<file path="src/rtl/rsa_engine_arbiter_if.sv">
`default_nettype none
// ============================================================================
// Module   : rsa_engine_arbiter_if
// Brief    : Requester-side and engine-side bundle of the RSA engine arbiter.
// Revision : 1.0 - initial release
// ============================================================================
interface rsa_engine_arbiter_if #(
    parameter int WIDTH = 8,
    parameter int NREQ  = 2
);
    // Requester side
    logic [NREQ-1:0]       req;
    logic [NREQ*WIDTH-1:0] req_msg;
    logic [NREQ*WIDTH-1:0] req_exp;
    logic [NREQ*WIDTH-1:0] req_mod;
    logic [NREQ-1:0]       gnt;
    logic [NREQ-1:0]       done;
    logic [NREQ-1:0]       err;
    logic [WIDTH-1:0]      result;
    logic                  busy;

    // Engine side
    logic                  eng_rst_n;
    logic [WIDTH-1:0]      eng_msg;
    logic [WIDTH-1:0]      eng_exp;
    logic [WIDTH-1:0]      eng_mod;
    logic                  eng_eoc;
    logic [WIDTH-1:0]      eng_result;

    modport slave (
        input  req, req_msg, req_exp, req_mod, eng_eoc, eng_result,
        output gnt, done, err, result, busy,
               eng_rst_n, eng_msg, eng_exp, eng_mod
    );

    modport master (
        output req, req_msg, req_exp, req_mod, eng_eoc, eng_result,
        input  gnt, done, err, result, busy,
               eng_rst_n, eng_msg, eng_exp, eng_mod
    );
endinterface
`default_nettype wire

</file>
<file path="src/rtl/rsa_engine_arbiter.sv">
`default_nettype none
// ============================================================================
// Module   : rsa_engine_arbiter
// Brief    : Round-robin sharing of one modular-exponentiation engine among
//            NREQ requesters, with operand latching, engine reset sequencing
//            and a run-time watchdog.
// Revision : 1.0 - initial release
// ============================================================================
module rsa_engine_arbiter #(
    parameter int WIDTH   = 8,
    parameter int NREQ    = 2,
    parameter int TIMEOUT = 255
) (
    input  logic                clk,
    input  logic                rstb,
    input  logic                ena,
    rsa_engine_arbiter_if.slave bus
);

    localparam int c_IW = (NREQ > 1) ? $clog2(NREQ) : 1;
    localparam int c_TW = $clog2(TIMEOUT + 1);

    localparam logic [c_TW-1:0] c_TLAST     = c_TW'(TIMEOUT - 1);
    localparam logic [c_IW-1:0] c_LAST_INIT = c_IW'(NREQ - 1);

    localparam logic [2:0] c_IDLE = 3'd0;
    localparam logic [2:0] c_LOAD = 3'd1;
    localparam logic [2:0] c_RUN  = 3'd2;
    localparam logic [2:0] c_DONE = 3'd3;
    localparam logic [2:0] c_ERR  = 3'd4;
    localparam logic [2:0] c_COOL = 3'd5;

    logic [2:0]       r_state;
    logic [2:0]       w_next;
    logic [c_IW-1:0]  r_idx;
    logic [c_IW-1:0]  r_last;
    logic [c_TW-1:0]  r_timer;
    logic [WIDTH-1:0] r_result;
    logic [WIDTH-1:0] r_msg;
    logic [WIDTH-1:0] r_exp;
    logic [WIDTH-1:0] r_mod;

    logic             w_any;
    logic [c_IW-1:0]  w_pick;
    logic [c_IW-1:0]  w_cand;
    logic [WIDTH-1:0] w_sel_msg;
    logic [WIDTH-1:0] w_sel_exp;
    logic [WIDTH-1:0] w_sel_mod;

    logic [NREQ-1:0]  w_gnt;
    logic [NREQ-1:0]  w_done;
    logic [NREQ-1:0]  w_err;
    logic             w_busy;
    logic             w_eng_rst_n;

    // Search starts just after the previous winner so every active
    // requester is served before any one is served twice.
    always_comb begin
        w_any  = 1'b0;
        w_pick = r_last;
        w_cand = '0;
        for (int off = 1; off <= NREQ; off++) begin
            w_cand = c_IW'((int'(r_last) + off) % NREQ);
            if (!w_any && bus.req[w_cand]) begin
                w_any  = 1'b1;
                w_pick = w_cand;
            end
        end
    end

    always_comb begin
        w_sel_msg = '0;
        w_sel_exp = '0;
        w_sel_mod = '0;
        for (int i = 0; i < NREQ; i++) begin
            if (r_idx == c_IW'(i)) begin
                w_sel_msg = bus.req_msg[i*WIDTH +: WIDTH];
                w_sel_exp = bus.req_exp[i*WIDTH +: WIDTH];
                w_sel_mod = bus.req_mod[i*WIDTH +: WIDTH];
            end
        end
    end

    // State register
    always_ff @(posedge clk) begin
        if (!rstb) begin
            r_state <= c_IDLE;
        end else if (ena) begin
            r_state <= w_next;
        end
    end

    // Next-state logic; end-of-computation outranks both the watchdog and
    // an abort so a finished result is never discarded.
    always_comb begin
        w_next = r_state;
        case (r_state)
            c_IDLE: begin
                if (w_any) begin
                    w_next = c_LOAD;
                end
            end
            c_LOAD: w_next = c_RUN;
            c_RUN: begin
                if (bus.eng_eoc) begin
                    w_next = c_DONE;
                end else if (r_timer == c_TLAST) begin
                    w_next = c_ERR;
                end else if (!bus.req[r_idx]) begin
                    w_next = c_COOL;
                end
            end
            c_DONE:  w_next = c_COOL;
            c_ERR:   w_next = c_COOL;
            c_COOL:  w_next = c_IDLE;
            default: w_next = c_IDLE;
        endcase
    end

    // Outputs decoded from registered state only
    always_comb begin
        w_gnt       = '0;
        w_done      = '0;
        w_err       = '0;
        w_busy      = 1'b1;
        w_eng_rst_n = 1'b0;
        case (r_state)
            c_IDLE: w_busy = 1'b0;
            c_LOAD: w_gnt[r_idx] = 1'b1;
            c_RUN: begin
                w_gnt[r_idx] = 1'b1;
                w_eng_rst_n  = 1'b1;
            end
            c_DONE: begin
                w_gnt[r_idx]  = 1'b1;
                w_done[r_idx] = 1'b1;
            end
            c_ERR: begin
                w_gnt[r_idx] = 1'b1;
                w_err[r_idx] = 1'b1;
            end
            default: ;
        endcase
    end

    // Job datapath: winner index, operands, watchdog, result and pointer
    always_ff @(posedge clk) begin
        if (!rstb) begin
            r_idx    <= '0;
            r_last   <= c_LAST_INIT;
            r_timer  <= '0;
            r_result <= '0;
            r_msg    <= '0;
            r_exp    <= '0;
            r_mod    <= '0;
        end else if (ena) begin
            case (r_state)
                c_IDLE: begin
                    if (w_any) begin
                        r_idx <= w_pick;
                    end
                end
                c_LOAD: begin
                    r_timer <= '0;
                    r_msg   <= w_sel_msg;
                    r_exp   <= w_sel_exp;
                    r_mod   <= w_sel_mod;
                end
                c_RUN: begin
                    r_timer <= r_timer + 1'b1;
                    if (bus.eng_eoc) begin
                        r_result <= bus.eng_result;
                    end
                end
                c_COOL: r_last <= r_idx;
                default: ;
            endcase
        end
    end

    assign bus.gnt       = w_gnt;
    assign bus.done      = w_done;
    assign bus.err       = w_err;
    assign bus.busy      = w_busy;
    assign bus.result    = r_result;
    assign bus.eng_rst_n = w_eng_rst_n;
    assign bus.eng_msg   = r_msg;
    assign bus.eng_exp   = r_exp;
    assign bus.eng_mod   = r_mod;

endmodule
`default_nettype wire

</file>
<file path="src/flat_wrapper.sv">
// flat-port wrapper written by rule: the top's interface ports become plain ports
module rsa_engine_arbiter_flat 
#(
    parameter int WIDTH   = 8,
    parameter int NREQ    = 2,
    parameter int TIMEOUT = 255
)
  (clk, rstb, ena, bus_req, bus_req_msg, bus_req_exp, bus_req_mod, bus_eng_eoc, bus_eng_result, bus_gnt, bus_done, bus_err, bus_result, bus_busy, bus_eng_rst_n, bus_eng_msg, bus_eng_exp, bus_eng_mod);
  rsa_engine_arbiter_if #(.WIDTH(WIDTH), .NREQ(NREQ)) bus_i ();
  input  logic clk;
  input  logic rstb;
  input  logic ena;
  input wire logic [$bits(bus_i.req)-1:0] bus_req;
  input wire logic [$bits(bus_i.req_msg)-1:0] bus_req_msg;
  input wire logic [$bits(bus_i.req_exp)-1:0] bus_req_exp;
  input wire logic [$bits(bus_i.req_mod)-1:0] bus_req_mod;
  input wire logic [$bits(bus_i.eng_eoc)-1:0] bus_eng_eoc;
  input wire logic [$bits(bus_i.eng_result)-1:0] bus_eng_result;
  output wire logic [$bits(bus_i.gnt)-1:0] bus_gnt;
  output wire logic [$bits(bus_i.done)-1:0] bus_done;
  output wire logic [$bits(bus_i.err)-1:0] bus_err;
  output wire logic [$bits(bus_i.result)-1:0] bus_result;
  output wire logic [$bits(bus_i.busy)-1:0] bus_busy;
  output wire logic [$bits(bus_i.eng_rst_n)-1:0] bus_eng_rst_n;
  output wire logic [$bits(bus_i.eng_msg)-1:0] bus_eng_msg;
  output wire logic [$bits(bus_i.eng_exp)-1:0] bus_eng_exp;
  output wire logic [$bits(bus_i.eng_mod)-1:0] bus_eng_mod;
  assign bus_i.req = bus_req;
  assign bus_i.req_msg = bus_req_msg;
  assign bus_i.req_exp = bus_req_exp;
  assign bus_i.req_mod = bus_req_mod;
  assign bus_i.eng_eoc = bus_eng_eoc;
  assign bus_i.eng_result = bus_eng_result;
  assign bus_gnt = bus_i.gnt;
  assign bus_done = bus_i.done;
  assign bus_err = bus_i.err;
  assign bus_result = bus_i.result;
  assign bus_busy = bus_i.busy;
  assign bus_eng_rst_n = bus_i.eng_rst_n;
  assign bus_eng_msg = bus_i.eng_msg;
  assign bus_eng_exp = bus_i.eng_exp;
  assign bus_eng_mod = bus_i.eng_mod;
  rsa_engine_arbiter #(.WIDTH(WIDTH), .NREQ(NREQ), .TIMEOUT(TIMEOUT)) u_core (.clk(clk), .rstb(rstb), .ena(ena), .bus(bus_i));
endmodule
</file>
<file path="config.mk">
export PLATFORM = sky130hd
export DESIGN_NAME = rsa_engine_arbiter_flat
export DESIGN_NICKNAME = d
export VERILOG_FILES = /design/src/rtl/rsa_engine_arbiter_if.sv /design/src/rtl/rsa_engine_arbiter.sv /design/src/flat_wrapper.sv
export SDC_FILE = /design/constraint.sdc
export NUM_CORES = 1
export LEC_CHECK = 0
export BUFFER_PORTS_ARGS = -buffer_cell sky130_fd_sc_hd__buf_2
export CAP_MARGIN = 25
export CORE_MARGIN = 2
export CORE_UTILIZATION = 42
export DETAILED_ROUTE_END_ITERATION = 16
export PLACE_DENSITY = 0.76
export SYNTH_ARGS = -nofsm -noshare
export SYNTH_HDL_FRONTEND = slang
export SYNTH_SLANG_ARGS = --single-unit
</file>
<file path="constraint.sdc">
create_clock -name clk -period 1.4 [get_ports clk]
set_input_delay 0.28 -clock clk [delete_from_list [all_inputs] [get_ports clk]]
set_output_delay 0.28 -clock clk [all_outputs]
set_load 0.005 [all_outputs]
</file>
==> run_summary.xml <==
<?xml version="1.0" encoding="UTF-8"?>
<metrics>
  <group name="grt">
    <metric name="first_global_vias" unit="">1984</metric>
    <metric name="globalRouteOverflowTotal" unit="">0</metric>
    <metric name="grt_start_max_net_pins" unit="">29</metric>
    <metric name="first_pass_grt_wire_length" unit="microns">9040</metric>
    <metric name="initial_antenna_violation_count" unit="">0</metric>
    <metric name="grtUsageTotal" unit="%">18.8</metric>
  </group>
  <group name="status">
    <metric name="status" unit="">complete, but fails checks</metric>
    <metric name="violations" unit="">negative setup slack</metric>
  </group>
  <group name="pwr">
    <metric name="total_leakage_power" unit="nW">1.92</metric>
    <metric name="pwr_density_cell" unit="mW/mm^2">893</metric>
    <metric name="vdd_ir_drop_max" unit="mV">0.649</metric>
  </group>
  <group name="synth">
    <metric name="synth_edf_count" unit="">0</metric>
    <metric name="count_leader_synth" unit="">sky130_fd_sc_hd__dfxtp_1</metric>
    <metric name="syn-instance-count" unit="">233</metric>
    <metric name="synth_top_cells_by_count" unit="">sky130_fd_sc_hd__dfxtp_1, sky130_fd_sc_hd__nand2_1, sky130_fd_sc_hd__mux2i_1, sky130_fd_sc_hd__o211a_1</metric>
    <metric name="synth.ff_latch_count" unit="">45</metric>
    <metric name="yosys.area.top_type" unit="">sky130_fd_sc_hd__dfxtp_1</metric>
    <metric name="async_reset_ff_share" unit="%">0</metric>
    <metric name="most_frequently_used_flop_master_after_synthesis" unit="">sky130_fd_sc_hd__dfxtp_1</metric>
    <metric name="synth_top_cell_area_share" unit="%">40.0</metric>
    <metric name="yosys_warnings" unit="">0</metric>
    <metric name="post_synthesis_mean_instance_area" unit="sq um">9.67</metric>
    <metric name="netlist-cell-type-count" unit="">39</metric>
    <metric name="synthesis.nets" unit="">297</metric>
    <metric name="ys_seq_area_share" unit="%">40.0</metric>
    <metric name="synthTopCellsByArea" unit="">sky130_fd_sc_hd__dfxtp_1, sky130_fd_sc_hd__mux2i_1, sky130_fd_sc_hd__o211a_1</metric>
    <metric name="synth.cell_area" unit="sq mm">0.00225</metric>
  </group>
  <group name="worst_setup_path">
    <metric name="rr_endpoint" unit="">u_core.bus.eng_mod[5]$_SDFFE_PN0P_</metric>
    <metric name="reg2reg_from" unit="">u_core.r_state[2]$_SDFFE_PN0P_</metric>
    <metric name="critical_path_arrival" unit="ns">1.33</metric>
    <metric name="cp-start-kind" unit="">flip-flop</metric>
    <metric name="criticalPathCategory" unit="">reg -&gt; out</metric>
    <metric name="cp_max_fo" unit="">4</metric>
    <metric name="crit_path_end_kind" unit="">primary output</metric>
    <metric name="worstPathRequired" unit="ns">1.12</metric>
    <metric name="timing.reg2reg.setup_slack" unit="ns">-0.10</metric>
    <metric name="worst_r2r_path_cells" unit="">6</metric>
  </group>
  <group name="timing">
    <metric name="slew-limit-headroom" unit="%">78.4</metric>
    <metric name="fin_crit" unit="ns">1.61</metric>
    <metric name="max_slew.worst_pin.slew" unit="ns">0.315</metric>
    <metric name="timing.clock.skew" unit="ns">0.0103</metric>
    <metric name="max_freq" unit="MHz">623</metric>
    <metric name="hold_violations" unit="">0</metric>
    <metric name="slew_viol_final" unit="">0</metric>
    <metric name="timing.final.crit_share" unit="%">115</metric>
    <metric name="tns" unit="ns">-2.45</metric>
    <metric name="setup_violations" unit="">35</metric>
    <metric name="final_critical_path_setup_slack" unit="ns">-0.205</metric>
    <metric name="grt_setup_unrepaired" unit="">yes</metric>
  </group>
  <group name="detailed_routing">
    <metric name="route.detailed.vias_per_inst" unit="">5.05</metric>
    <metric name="wl_per_cell" unit="microns">14.4</metric>
    <metric name="drt_iter0_markers" unit="">56</metric>
    <metric name="detail_route.drc_violations" unit="">0</metric>
    <metric name="drt-total-wl" unit="microns">6240</metric>
    <metric name="drt-pass1-iter-count" unit="">4</metric>
    <metric name="ant_nets" unit="">0</metric>
    <metric name="routed-via-count" unit="">2192</metric>
  </group>
  <group name="hold_path">
    <metric name="timing.hold.worst.class" unit="">in -&gt; reg</metric>
    <metric name="number_of_cells_on_the_worst_hold_path" unit="">3</metric>
    <metric name="hold_path.startpoint" unit="">bus_eng_result[3]</metric>
    <metric name="hold-path-endpoint" unit="">u_core.bus.result[3]$_SDFFE_PN0P_</metric>
  </group>
  <group name="cts">
    <metric name="cts_tree" unit="">yes</metric>
    <metric name="clkSinkCount" unit="">45</metric>
    <metric name="clock_tree_buf_depth" unit="">2</metric>
    <metric name="htree_num_levels" unit="">2</metric>
    <metric name="cts_made_buffers" unit="">5</metric>
    <metric name="clock-root-buffer" unit="">sky130_fd_sc_hd__clkbuf_8</metric>
    <metric name="clock_insertion_delay_worst_skew" unit="ns">0.30</metric>
    <metric name="clkSlewWorstSetupHoldPaths" unit="ns">0.09</metric>
  </group>
  <group name="flow_run">
    <metric name="max_cap_violations" unit="">0</metric>
  </group>
  <group name="floorplan">
    <metric name="core-area" unit="sq mm">0.00514</metric>
    <metric name="row_count" unit="">26</metric>
    <metric name="chipWidth" unit="microns">77.2</metric>
    <metric name="start_util" unit="%">43.8</metric>
    <metric name="fp.dieArea" unit="sq mm">0.00596</metric>
    <metric name="die_y" unit="microns">77.2</metric>
    <metric name="io_pins" unit="">102</metric>
  </group>
  <group name="layout">
    <metric name="final.fill_count" unit="">398</metric>
    <metric name="multi_input_area" unit="sq mm">0.00145</metric>
    <metric name="area_overhead_vs_synth" unit="%">58.3</metric>
    <metric name="antenna_cell_count" unit="">0</metric>
    <metric name="ff_latch_area" unit="sq um">921</metric>
    <metric name="final_cell_area" unit="sq mm">0.00356</metric>
    <metric name="total_number_of_nets_in_the_final_design" unit="">427</metric>
    <metric name="drive_above_1_share" unit="%">55.5</metric>
  </group>
  <group name="place">
    <metric name="port_buffers" unit="">101</metric>
    <metric name="detailedPlacementHpwl" unit="microns">3990</metric>
    <metric name="placed_cell_area" unit="sq mm">0.00298</metric>
    <metric name="gp_routability_congestion" unit="">0.914</metric>
  </group>
</metrics>
[area by class of cell]
cell class | count | share of cell area (%)
tap | 70 | 2.46
clock buffer | 6 | 2.04
clock inverter | 2 | 1.09
inverter | 5 | 0.527
timing repair buffer | 140 | 27.5
multi-input combinational | 166 | 40.6
sequential | 45 | 25.8
[critical path, cell delays in order, from the launching register on]
cell and delay, ns:
sky130_fd_sc_hd__dfxtp_4 0.36, sky130_fd_sc_hd__or3_4 0.40, sky130_fd_sc_hd__nand2_2 0.08, sky130_fd_sc_hd__nor2_1 0.05, sky130_fd_sc_hd__buf_2 0.13
[power by group]
part / leakage (nW) / switching [mW] / internal [mW]
Clock: 0.0554 / 0.463 / 0.537
Sequential: 0.370 / 0.0425 / 1.34
Combinational: 1.49 / 0.362 / 0.437
[worst max path at each step]
stage | end | startpoint | slack [ns]
after floorplan | u_core.r_state[0]$_SDFFE_PN0P_ | u_core.r_state[1]$_SDFFE_PN0P_ | 0.05
after global placement | u_core.r_state[0]$_SDFFE_PN0P_ | u_core.r_state[2]$_SDFFE_PN0P_ | -0.02
after detailed placement | u_core.r_state[0]$_SDFFE_PN0P_ | u_core.r_state[2]$_SDFFE_PN0P_ | -0.05
after CTS | bus_gnt[0] | u_core.r_state[0]$_SDFFE_PN0P_ | -0.18
after global routing | bus_gnt[1] | u_core.r_state[0]$_SDFFE_PN0P_ | -0.23
final | bus_gnt[1] | u_core.r_state[0]$_SDFFE_PN0P_ | -0.21
[state kept, by name (all words and copies together), names as in the netlist]
signal,count
u_core.bus.eng_exp,8
u_core.bus.eng_mod,8
u_core.bus.eng_msg,8
u_core.bus.result,8
u_core.r_idx,1
u_core.r_last,1
u_core.r_state,3
u_core.r_timer,8
[metal layers]
metal	share of wire, %	wire length, microns	global-route usage, %
met2	50	3090	32.4
met5	0	0	0
met3	6.7	419	4.71
met4	2.6	161	6.79
met1	41	2570	22.5
[through the flow]
step / power [mW] / setup slack [ns] / std cells / hold slack, ns / utilization, %
floorplan: 1.74 / 0.0489 / 233 / 0.428 / -
global placement: 2.00 / -0.0236 / 409 / 0.475 / 58.1
detailed placement: 2.01 / -0.0465 / 409 / 0.480 / 58.1
CTS: 3.09 / -0.180 / 426 / 0.229 / 63.4
global route: 3.32 / -0.229 / 434 / 0.235 / 69.4
finish: 3.18 / -0.205 / 434 / 0.238 / 69.4
[placed cells by master (no fill, tap or decap), types with 3 or more instances in the layout]
master	n
sky130_fd_sc_hd__inv_1	4
sky130_fd_sc_hd__mux2i_1	33
sky130_fd_sc_hd__nor2b_1	9
sky130_fd_sc_hd__nand2_2	17
sky130_fd_sc_hd__buf_2	101
sky130_fd_sc_hd__a21oi_1	3
sky130_fd_sc_hd__nand2_1	9
sky130_fd_sc_hd__clkbuf_16	3
sky130_fd_sc_hd__dfxtp_1	39
sky130_fd_sc_hd__xnor2_1	5
sky130_fd_sc_hd__o211a_1	25
sky130_fd_sc_hd__o21ai_0	3
sky130_fd_sc_hd__buf_4	20
sky130_fd_sc_hd__nor3_1	3
sky130_fd_sc_hd__buf_6	9
sky130_fd_sc_hd__buf_12	5
sky130_fd_sc_hd__clkbuf_8	5
sky130_fd_sc_hd__nand2_4	8
sky130_fd_sc_hd__nor3_2	3
sky130_fd_sc_hd__dfxtp_4	5
sky130_fd_sc_hd__nand3_1	4
sky130_fd_sc_hd__nor2_1	7
[cells by family after synthesis]
| family | synth area share (%) |
|---|---|
| XOR/XNOR | 3.17 |
| adder cells (fa/ha/maj) | 1.11 |
| AO/OA/AOI/OAI | 16.8 |
| multiplexers | 15.2 |
| flip-flops | 40.0 |
| AND/OR/NAND/NOR | 18.9 |
| buffers and inverters | 4.89 |
[timing repair]
| item | in CTS | in global routing |
|---|---|---|
| setup buffers | 8 | 4 |
| hold buffers | 0 | 0 |
| pin swaps | 5 | 12 |
| resized for setup | 17 | 61 |
| gates cloned | 2 | 5 |
| setup endpoints to repair | 41 | 49 |
No activity file was read; power rests on OpenSTA's default activity.
